`config.mk`:
```
export PLATFORM = sky130hd
export DESIGN_NAME = bam_err_monitor
export DESIGN_NICKNAME = d
export VERILOG_FILES = /design/src/rtl/bam_err_monitor.sv
export SDC_FILE = /design/constraint.sdc
export NUM_CORES = 1
export LEC_CHECK = 0
export ABC_AREA = 1
export CAP_MARGIN = 15
export CORE_MARGIN = 2
export CORE_UTILIZATION = 35
export CTS_BUF_LIST = sky130_fd_sc_hd__clkbuf_16
export CTS_CLUSTER_DIAMETER = 40
export DETAILED_ROUTE_END_ITERATION = 6
export PLACE_DENSITY_LB_ADDON = 0.15
export SYNTH_ARGS = -nofsm -noshare
export SYNTH_HDL_FRONTEND = slang
export SYNTH_SLANG_ARGS = --single-unit
```
`constraint.sdc`:
```
create_clock -name clk -period 12.7 [get_ports clk]
set_input_delay 2.54 -clock clk [delete_from_list [all_inputs] [get_ports clk]]
set_output_delay 2.54 -clock clk [all_outputs]
set_load 0.005 [all_outputs]
```
`src/rtl/bam_err_monitor.sv`:
```
// Error-statistics collector for the 8x8 broken-array approximate multipliers.
// Compares each accepted approximate product with the exact product and accumulates frame statistics.
module bam_err_monitor #(
    parameter int N_SAMPLES = 256,
    parameter int CNT_W     = 16,
    parameter int SUM_W     = 32
) (
    input  logic              clk,
    input  logic              rst,
    input  logic              start,
    input  logic              in_valid,
    output logic              in_ready,
    input  logic [7:0]        a,
    input  logic [7:0]        b,
    input  logic [15:0]       approx_p,
    output logic              busy,
    output logic              res_valid,
    input  logic              res_ready,
    output logic [CNT_W-1:0]  res_count,
    output logic [CNT_W-1:0]  res_mismatch,
    output logic [SUM_W-1:0]  res_err_sum,
    output logic [15:0]       res_err_max,
    output logic              res_neg,
    output logic              res_sat
);

    typedef enum logic [1:0] {
        ST_IDLE  = 2'd0,
        ST_RUN   = 2'd1,
        ST_DRAIN = 2'd2,
        ST_DONE  = 2'd3
    } state_t;

    localparam logic [CNT_W-1:0] LAST_IDX = CNT_W'(N_SAMPLES - 1);

    // Magnitude of a 17-bit two's-complement difference; always fits in 16 bits.
    function automatic logic [15:0] abs_diff(input logic [16:0] d);
        logic [16:0] neg_d;
        neg_d = 17'd0 - d;
        if (d[16]) begin
            abs_diff = neg_d[15:0];
        end else begin
            abs_diff = d[15:0];
        end
    endfunction

    // Saturating add; bit SUM_W of the result flags that saturation occurred.
    function automatic logic [SUM_W:0] sat_add(input logic [SUM_W-1:0] acc, input logic [15:0] inc);
        logic [SUM_W:0] s;
        s = {1'b0, acc} + {{(SUM_W-15){1'b0}}, inc};
        if (s[SUM_W]) begin
            sat_add = {1'b1, {SUM_W{1'b1}}};
        end else begin
            sat_add = s;
        end
    endfunction

    state_t             r_state;
    state_t             w_next_state;
    logic               r_in_ready;
    logic               r_busy;
    logic               r_res_valid;
    logic [CNT_W-1:0]   r_in_cnt;

    logic               r_s1_valid;
    logic [7:0]         r_s1_a;
    logic [7:0]         r_s1_b;
    logic [15:0]        r_s1_p;
    logic               r_s2_valid;
    logic [15:0]        r_s2_abs;
    logic               r_s2_neg;

    logic [CNT_W-1:0]   r_count;
    logic [CNT_W-1:0]   r_mismatch;
    logic [SUM_W-1:0]   r_err_sum;
    logic [15:0]        r_err_max;
    logic               r_neg;
    logic               r_sat;

    logic               w_accept;
    logic               w_last;
    logic               w_frame_open;
    logic [15:0]        w_exact;
    logic [16:0]        w_diff;
    logic [SUM_W:0]     w_sum_next;

    assign w_accept     = in_valid & r_in_ready;
    assign w_last       = (r_in_cnt == LAST_IDX);
    assign w_frame_open = (r_state == ST_IDLE) & start;
    assign w_exact      = 16'(r_s1_a) * 16'(r_s1_b);
    assign w_diff       = {1'b0, w_exact} - {1'b0, r_s1_p};
    assign w_sum_next   = sat_add(r_err_sum, r_s2_abs);

    // Next-state decode for the frame FSM.
    always_comb begin
        w_next_state = r_state;
        case (r_state)
            ST_IDLE: begin
                if (start) w_next_state = ST_RUN;
                else       w_next_state = ST_IDLE;
            end
            ST_RUN: begin
                if (w_accept && w_last) w_next_state = ST_DRAIN;
                else                    w_next_state = ST_RUN;
            end
            ST_DRAIN: begin
                // Leave only once both pipeline stages have retired into the accumulators.
                if (!r_s1_valid && !r_s2_valid) w_next_state = ST_DONE;
                else                            w_next_state = ST_DRAIN;
            end
            ST_DONE: begin
                if (res_ready) w_next_state = ST_IDLE;
                else           w_next_state = ST_DONE;
            end
            default: w_next_state = ST_IDLE;
        endcase
    end

    // State register and registered handshake/status outputs.
    always_ff @(posedge clk) begin
        if (rst) begin
            r_state     <= ST_IDLE;
            r_in_ready  <= 1'b0;
            r_busy      <= 1'b0;
            r_res_valid <= 1'b0;
        end else begin
            r_state     <= w_next_state;
            r_in_ready  <= (w_next_state == ST_RUN);
            r_busy      <= (w_next_state == ST_RUN) || (w_next_state == ST_DRAIN);
            r_res_valid <= (w_next_state == ST_DONE);
        end
    end

    // Count of accepted samples, used to find the last sample of the frame.
    always_ff @(posedge clk) begin
        if (rst || w_frame_open) begin
            r_in_cnt <= {CNT_W{1'b0}};
        end else if (w_accept) begin
            r_in_cnt <= r_in_cnt + CNT_W'(1);
        end
    end

    // Stage 1: capture the accepted operands and approximate product.
    always_ff @(posedge clk) begin
        if (rst) begin
            r_s1_valid <= 1'b0;
            r_s1_a     <= 8'd0;
            r_s1_b     <= 8'd0;
            r_s1_p     <= 16'd0;
        end else begin
            r_s1_valid <= w_accept;
            if (w_accept) begin
                r_s1_a <= a;
                r_s1_b <= b;
                r_s1_p <= approx_p;
            end
        end
    end

    // Stage 2: exact product, signed difference reduced to magnitude and sign.
    always_ff @(posedge clk) begin
        if (rst) begin
            r_s2_valid <= 1'b0;
            r_s2_abs   <= 16'd0;
            r_s2_neg   <= 1'b0;
        end else begin
            r_s2_valid <= r_s1_valid;
            r_s2_abs   <= abs_diff(w_diff);
            r_s2_neg   <= w_diff[16];
        end
    end

    // Frame accumulators; cleared when a frame opens, otherwise held for readout.
    always_ff @(posedge clk) begin
        if (rst || w_frame_open) begin
            r_count    <= {CNT_W{1'b0}};
            r_mismatch <= {CNT_W{1'b0}};
            r_err_sum  <= {SUM_W{1'b0}};
            r_err_max  <= 16'd0;
            r_neg      <= 1'b0;
            r_sat      <= 1'b0;
        end else if (r_s2_valid) begin
            r_count    <= r_count + CNT_W'(1);
            r_mismatch <= r_mismatch + CNT_W'(r_s2_abs != 16'd0);
            r_err_sum  <= w_sum_next[SUM_W-1:0];
            r_sat      <= r_sat | w_sum_next[SUM_W];
            if (r_s2_abs > r_err_max) begin
                r_err_max <= r_s2_abs;
            end
            r_neg      <= r_neg | r_s2_neg;
        end
    end

    assign in_ready     = r_in_ready;
    assign busy         = r_busy;
    assign res_valid    = r_res_valid;
    assign res_count    = r_count;
    assign res_mismatch = r_mismatch;
    assign res_err_sum  = r_err_sum;
    assign res_err_max  = r_err_max;
    assign res_neg      = r_neg;
    assign res_sat      = r_sat;

endmodule

```
# Word-level counts from Yosys, hierarchy flattened

Cells that the tools add are included.

Bitwise logic cells: 4
Reduce and logical (&&, ||, !) cells: 9
Equality and inequality tests: 7
Add/sub/neg operators: 6
Multipliers: 1
Muxes and demuxes: 7
$lt $le $gt $ge: 1

Operator list:

| operator                | number |
|---|---|
| $add A32 B16 Y33        | 1 |
| $mux W33                | 1 |
| $add A16 B1 Y16 const B | 2 |
| $sub A16 B16 Y17        | 1 |
| $add A16 B1 Y16         | 1 |
| $eq A16 B8 Y1 const B   | 1 |
| $gt A16 B16 Y1          | 1 |
| $mul A8 B8 Y16          | 1 |
| $mux W16                | 1 |
| $reduce_bool A16 Y1     | 1 |
| $sub A1 B16 Y16 const A | 1 |
| $eq A2 B2 Y1 const B    | 4 |
| $pmux W2 S4             | 1 |
| $eq A2 B1 Y1 const B    | 2 |
| $mux W2                 | 2 |
| $and A1 B1 Y1           | 2 |
| $logic_and A1 B1 Y1     | 2 |
| $logic_not A1 Y1        | 2 |
| $logic_not A2 Y1        | 1 |
| $logic_or A1 B1 Y1      | 2 |
| $mux W1                 | 2 |
| $or A1 B1 Y1            | 2 |
| $reduce_and A2 Y1       | 1 |

Input bits: 37
Word-level logic and storage cells: 53
Register bits after elaboration: 154
Output and inout bits: 85

# Depth between registers and ports, before layout

Depth after elaboration: 6
Gate-level depth with buffers: 27
Mapped depth without buffers: 26

# Least setup slack after synthesis

OpenSTA, ideal clock, no wires.

Path type: register -> register
Start point: reg r_s1_a[3]
End point: reg r_s2_abs[6]
Period minus slack after synthesis: 4,282 ps
Data required time: 12,578 ps
Library setup time: 122 ps
Stages on the path, launching flop included: 24
Setup slack: 8,418 ps
Buffers on the path: 2
Arrival: 4,160 ps
Cells stage by stage: dfxtp_1 > clkbuf_1 > nand2_1 > inv_1 > fa_1 > inv_1 > fa_1 > inv_1 > fa_1 > inv_1 > fa_1 > inv_1 > ha_1 > nand2_1 > nor2_1 > and2_1 > nand2_1 > nand2_1 > nand2_1 > nand2_1 > buf_4 > o21ai_0 > o21ai_0 > a21oi_1

Cells in the longest elaborated chain, start to end: 4

RTL lines:

| what                     | line | source |
|---|---|---|
| start: declaration       | 66   | `logic [7:0] r_s1_a;` |
| start signal: assignment | 147  | `r_s1_a <= 8'd0;` |
| start signal: assignment | 153  | `r_s1_a <= a;` |
| $mul A8 B8 Y16 *         | 90   | `assign w_exact = 16'(r_s1_a) * 16'(r_s1_b);` |
| $sub A16 B16 Y17 *       | 91   | `assign w_diff = {1'b0, w_exact} - {1'b0, r_s1_p};` |
| $sub A1 B16 Y16          | 39   | `neg_d = 17'd0 - d;` |
| $mux W16 *               | 40   | `if (d[16]) begin` |
| end signal: assignment   | 168  | `r_s2_abs <= abs_diff(w_diff);` |
| end: declaration         | 70   | `logic [15:0] r_s2_abs;` |

Every way passes the cells marked *; elsewhere a longest branch is shown, timed or not.
A chain may end at the register's enable or synchronous reset.

# Worst setup path in the final report

Start point: reg r_s1_a[2]
End point: reg r_s2_abs[9]

The elaborated chain is that of the path after synthesis.

==> report_table.html <==
<table>
<tr><th>Metric</th><th>Value</th></tr>
<tr><th colspan="2">Global route</th></tr>
<tr><td>Total congestion overflow</td><td>0</td></tr>
<tr><td>Global-route track usage on met1</td><td>0.2267</td></tr>
<tr><td>Most crowded layer after global routing</td><td>met2</td></tr>
<tr><td>Tot GR Track Use</td><td>0.1794</td></tr>
<tr><td>Wire length of the first global-routing pass</td><td>45530 microns</td></tr>
<tr><td>Largest net degree at the start of global routing</td><td>63</td></tr>
<tr><td>GR Util met2</td><td>0.3185</td></tr>
<tr><td>Initial antenna violation count</td><td>0</td></tr>
<tr><td>Via count of the first global-routing pass</td><td>9358</td></tr>
<tr><td>Global Route met3 Usage</td><td>0.02685</td></tr>
<tr><th colspan="2">Placement</th></tr>
<tr><td>Setup slack after placement</td><td>7.973 ns</td></tr>
<tr><td>Sum of net half-perimeters after detailed placement</td><td>21520 microns</td></tr>
<tr><td>Placed Cells incl. Taps</td><td>2024</td></tr>
<tr><td>IO buf count</td><td>121</td></tr>
<tr><td>GPL Wtd Cong</td><td>0.8544</td></tr>
<tr><th colspan="2">Timing</th></tr>
<tr><td>Worst Skew</td><td>0.01410 ns</td></tr>
<tr><td>Count of endpoints failing setup in the final report</td><td>0</td></tr>
<tr><td>Final worst hold slack</td><td>0.4253 ns</td></tr>
<tr><td>Number of pins exceeding their max-slew limit in the final report</td><td>0</td></tr>
<tr><td>Worst Tran Pin Value</td><td>0.6452 ns</td></tr>
<tr><td>Fmax</td><td>210.7 MHz</td></tr>
<tr><td>Number of failing hold endpoints at the final stage</td><td>0</td></tr>
<tr><td>Min cycle time layout</td><td>4.746 ns</td></tr>
<tr><td>Final worst-path cycle share</td><td>0.3737</td></tr>
<tr><td>Unrepaired setup endpoints after global routing</td><td>false</td></tr>
<tr><td>Min setup slack post-route</td><td>7.954 ns</td></tr>
<tr><td>Setup total negative slack</td><td>0 ns</td></tr>
<tr><td>Headroom to the max-slew limit</td><td>0.5699</td></tr>
<tr><th colspan="2">Setup path</th></tr>
<tr><td>Maximum fanout count along the critical path</td><td>13</td></tr>
<tr><td>Worst setup path start</td><td>r_s1_a[2]</td></tr>
<tr><td>Worst path required time</td><td>13.07 ns</td></tr>
<tr><td>Worst Path Arrival</td><td>5.11 ns</td></tr>
<tr><td>Most prevalent standard cell on the critical path</td><td>sky130_fd_sc_hd__nand2_1</td></tr>
<tr><td>Critical path's largest stage delay</td><td>0.55 ns</td></tr>
<tr><td>Crit. End Element</td><td>register</td></tr>
<tr><td>Slowest stage cell, crit path</td><td>sky130_fd_sc_hd__dfxtp_1</td></tr>
<tr><td>Element type at the critical path start</td><td>register</td></tr>
<tr><td>CP Buf/Inv Count</td><td>4</td></tr>
<tr><td>CP delay by family, top</td><td>adder cells</td></tr>
<tr><td>Cell Chain, Critical Path</td><td>nand2_1, inv_1, fa_1, fa_1, fa_1, inv_1, fa_1, inv_1, ha_1, nand2_1, nor2_1, and2_1, nand2_1, nand2_1, nand2_1, nand2_1, inv_2, nor2_1, o21ai_0, a21oi_1</td></tr>
<tr><td>Reg2Reg Launch Point</td><td>r_s1_a[2]</td></tr>
<tr><td>Start-to-end type of the worst setup path</td><td>reg -&gt; reg</td></tr>
<tr><th colspan="2">Clock tree</th></tr>
<tr><td># hold bufs at CTS</td><td>0</td></tr>
<tr><td>CTS tree</td><td>yes</td></tr>
<tr><td>Number of sinks handled by clock tree synthesis</td><td>154</td></tr>
<tr><td>Number of buffers between clock root and the deepest sink</td><td>2</td></tr>
<tr><td>CTS H-Tree Depth</td><td>4</td></tr>
<tr><td>Clock-pin transition on the worst setup and hold timing paths</td><td>0.07 ns</td></tr>
<tr><td>Post_cts resized</td><td>0</td></tr>
<tr><td>Number of buffers added by the clock tree synthesis step</td><td>17</td></tr>
<tr><td>Clock network latency to the later pin of the worst-skew pair</td><td>0.44 ns</td></tr>
<tr><td>Setup Buffers After CTS</td><td>0</td></tr>
<tr><td>CTS Root Cell</td><td>sky130_fd_sc_hd__clkbuf_16</td></tr>
<tr><th colspan="2">Die</th></tr>
<tr><td>Core ar.</td><td>29870 sq um</td></tr>
<tr><td>Die Ht</td><td>178.6 microns</td></tr>
<tr><td>Count of boundary I/O pins</td><td>122</td></tr>
<tr><td>Number of standard-cell rows in the floorplan</td><td>63</td></tr>
<tr><td>Horizontal die dimension</td><td>178.6 microns</td></tr>
<tr><td>Starting density of the core</td><td>0.3573</td></tr>
<tr><td>Die outline area</td><td>31910 sq um</td></tr>
<tr><th colspan="2">Power</th></tr>
<tr><td>Static power due to leakage</td><td>5.848 nW</td></tr>
<tr><td>NetSw</td><td>0.0005863 W</td></tr>
<tr><td>Design Power</td><td>0.001555 W</td></tr>
<tr><td>Proportion of power drawn by the clock network</td><td>0.331</td></tr>
<tr><td>Relative contribution of sequential cells to total power</td><td>0.360</td></tr>
<tr><td>Power per unit of standard cell area</td><td>121.4 nW/um^2</td></tr>
<tr><td>Maximum resistive drop on vdd</td><td>0.09090 mV</td></tr>
<tr><td>Total internal power</td><td>0.0009690 W</td></tr>
<tr><td>Combinational Power Share</td><td>0.309</td></tr>
<tr><td>Switching part of the total power</td><td>0.3770</td></tr>
<tr><th colspan="2">Synthesis</th></tr>
<tr><td>Instance count of the mapped netlist</td><td>1557</td></tr>
<tr><td>Number of synthesis warnings</td><td>0</td></tr>
<tr><td>Post-synth cell types</td><td>40</td></tr>
<tr><td>Number of synthesized register bits</td><td>154</td></tr>
<tr><td>Number of nets in the synthesized netlist</td><td>1726</td></tr>
<tr><td>Sequential element share of the synthesized area</td><td>0.2888</td></tr>
<tr><td>Most common flop cell mapped by yosys</td><td>sky130_fd_sc_hd__dfxtp_1</td></tr>
<tr><td>Fraction of registers with async set/reset</td><td>0</td></tr>
<tr><td>Count of flip-flops with a built-in enable after synthesis</td><td>0</td></tr>
<tr><td>Average size of a mapped cell</td><td>6.856 sq um</td></tr>
<tr><td>Post-Syn Area</td><td>10680 sq um</td></tr>
<tr><th colspan="2">Drt</th></tr>
<tr><td>Count of TritonRoute iterations in the first routing pass</td><td>5</td></tr>
<tr><td>Antenna-violating nets left</td><td>0</td></tr>
<tr><td>Overall via count from detail_route</td><td>9857</td></tr>
<tr><td>DR DRC count</td><td>0</td></tr>
<tr><td>Total length of routed wires</td><td>27850 microns</td></tr>
<tr><td>Vias per cell</td><td>4.792</td></tr>
<tr><td>DRT iter0 DRCs</td><td>501</td></tr>
<tr><td>Avg WL per Cell</td><td>13.54 microns</td></tr>
<tr><th colspan="2">Min path</th></tr>
<tr><td>Critical hold path startpoint</td><td>r_s1_valid</td></tr>
<tr><td>Path type of the worst min-delay path</td><td>reg -&gt; reg</td></tr>
<tr><th colspan="2">Run</th></tr>
<tr><td>Max cap viols</td><td>0</td></tr>
<tr><th colspan="2">Status</th></tr>
<tr><td>Result of the run</td><td>finished, final reports clean</td></tr>
<tr><th colspan="2">Final layout</th></tr>
<tr><td>Relative area change from synthesis to final layout</td><td>20.01%</td></tr>
<tr><td>Net total in the final layout</td><td>1822</td></tr>
<tr><td>Fraction of final layout cells with drive strength greater than 1</td><td>0.03181</td></tr>
<tr><td>Final standard cell count with taps included and fillers excluded</td><td>2057</td></tr>
</table>
worst min-delay path: cells and delay by family, from the launching register on:
kind                   cells  cell delay (ns)
DFF                        1             0.30
and+or+nand+nor            1             0.04
buffers and inverters      1             0.06
routing by layer:
layer  part of all wire  vias to the layer above
met5                  0                        -
met4              0.012                        0
met3              0.037                       20
met2               0.49                      188
met1               0.46                     4524
li1                   -                     5125
stage by stage:
stage | utilization | cell area (sq um)
after floorplan | - | 10680
after global placement | 0.4091 | 12220
after detailed placement | 0.4091 | 12220
after CTS | 0.4287 | 12810
after global routing | 0.4287 | 12810
final | 0.4288 | 12810
kinds of logic (layout without fill, tap and decap cells):
kind of cell | after synthesis | count (layout) | synth area share
and+or+nand+nor | 661 | 661 | 0.2597
buffers and inverters | 335 | 444 | 0.1185
AOI/OAI and AO/OA | 257 | 257 | 0.1276
DFF | 154 | 154 | 0.2888
adders and majority gates | 132 | 132 | 0.1906
xor gates and xnor gates | 18 | 18 | 0.01477
other | 0 | 1 | 0
Yosys cell counts (4+ instances only):
| cell | instances | area, sq um |
|---|---|---|
| sky130_fd_sc_hd__fa_1 | 51 | 1021 |
| sky130_fd_sc_hd__clkbuf_1 | 45 | 168.9 |
| sky130_fd_sc_hd__inv_1 | 282 | 1059 |
| sky130_fd_sc_hd__xor2_1 | 10 | 87.58 |
| sky130_fd_sc_hd__o21ai_0 | 113 | 565.5 |
| sky130_fd_sc_hd__inv_2 | 4 | 15.01 |
| sky130_fd_sc_hd__nand3b_1 | 7 | 52.55 |
| sky130_fd_sc_hd__nand2_1 | 323 | 1212 |
| sky130_fd_sc_hd__nor3_1 | 25 | 125.1 |
| sky130_fd_sc_hd__xnor2_1 | 8 | 70.07 |
| sky130_fd_sc_hd__o21ai_1 | 4 | 20.02 |
| sky130_fd_sc_hd__a21oi_1 | 103 | 515.5 |
| sky130_fd_sc_hd__o21a_1 | 7 | 52.55 |
| sky130_fd_sc_hd__nand4_1 | 15 | 93.84 |
| sky130_fd_sc_hd__dfxtp_1 | 154 | 3083 |
| sky130_fd_sc_hd__nor4_1 | 9 | 56.30 |
| sky130_fd_sc_hd__nor3_2 | 4 | 40.04 |
| sky130_fd_sc_hd__nand3_1 | 76 | 380.4 |
| sky130_fd_sc_hd__nor2_1 | 189 | 709.4 |
| sky130_fd_sc_hd__a31oi_1 | 17 | 106.4 |
| sky130_fd_sc_hd__ha_1 | 81 | 1013 |
sequential cells by signal (all words and copies together), names as in the netlist, 2 cells and up:
name          flops
r_in_cnt         16
res_err_sum      32
r_s1_a            8
res_count        16
res_mismatch     16
r_state           2
r_s1_p           16
r_s1_b            8
r_s2_abs         16
res_err_max      16
cell usage in the layout, fill, tap and decap left out, drive strengths merged, types with 2 or more instances in the layout:
master,count
a31oi,17
fa,51
a21oi,103
clkbuf,17
xnor2,8
a21boi,2
nand2,326
nand3b,7
a21o,2
inv,292
clkdlybuf4s50,121
buf,5
nor4,9
clkinvlp,3
o211a,2
xor2,10
ha,81
o21ai,117
dfxtp,154
o211ai,2
nand4,16
nor2,192
nand3,76
o21a,7
clkinv,5
nor3b,2
nor3,30
layout make-up:
| class | instances | area [sq um] |
|---|---|---|
| diodes | 1 | 2.502 |
| clock buffers | 17 | 425.4 |
| clock inverters | 15 | 161.4 |
| fillers | 3165 | 17060 |
| inverters | 286 | 1074 |
| multi-input cells | 1068 | 6327 |
| flip-flops and latches | 154 | 3084 |
| well taps | 390 | 488.0 |
| repair buffers | 126 | 1249 |
power by group through the flow:
stage | Clock (W) | Combinational (W) | Sequential [W]
after floorplan | 0 | 0.000377 | 0.000544
after global placement | 0 | 0.000478 | 0.000572
after detailed placement | 0 | 0.000482 | 0.000572
after CTS | 0.000528 | 0.000486 | 0.000560
after global routing | 0.000546 | 0.000560 | 0.000565
final | 0.000515 | 0.000481 | 0.000560
worst paths after layout:
kind	depth (start not counted)	endpoint	slack, ns
max	20	r_s2_abs[9]	7.95
min	2	r_s2_valid	0.43
max reg2reg	20	r_s2_abs[9]	7.95
min reg2reg	2	r_s2_valid	0.43
No activity file was read; power rests on OpenSTA's default activity.
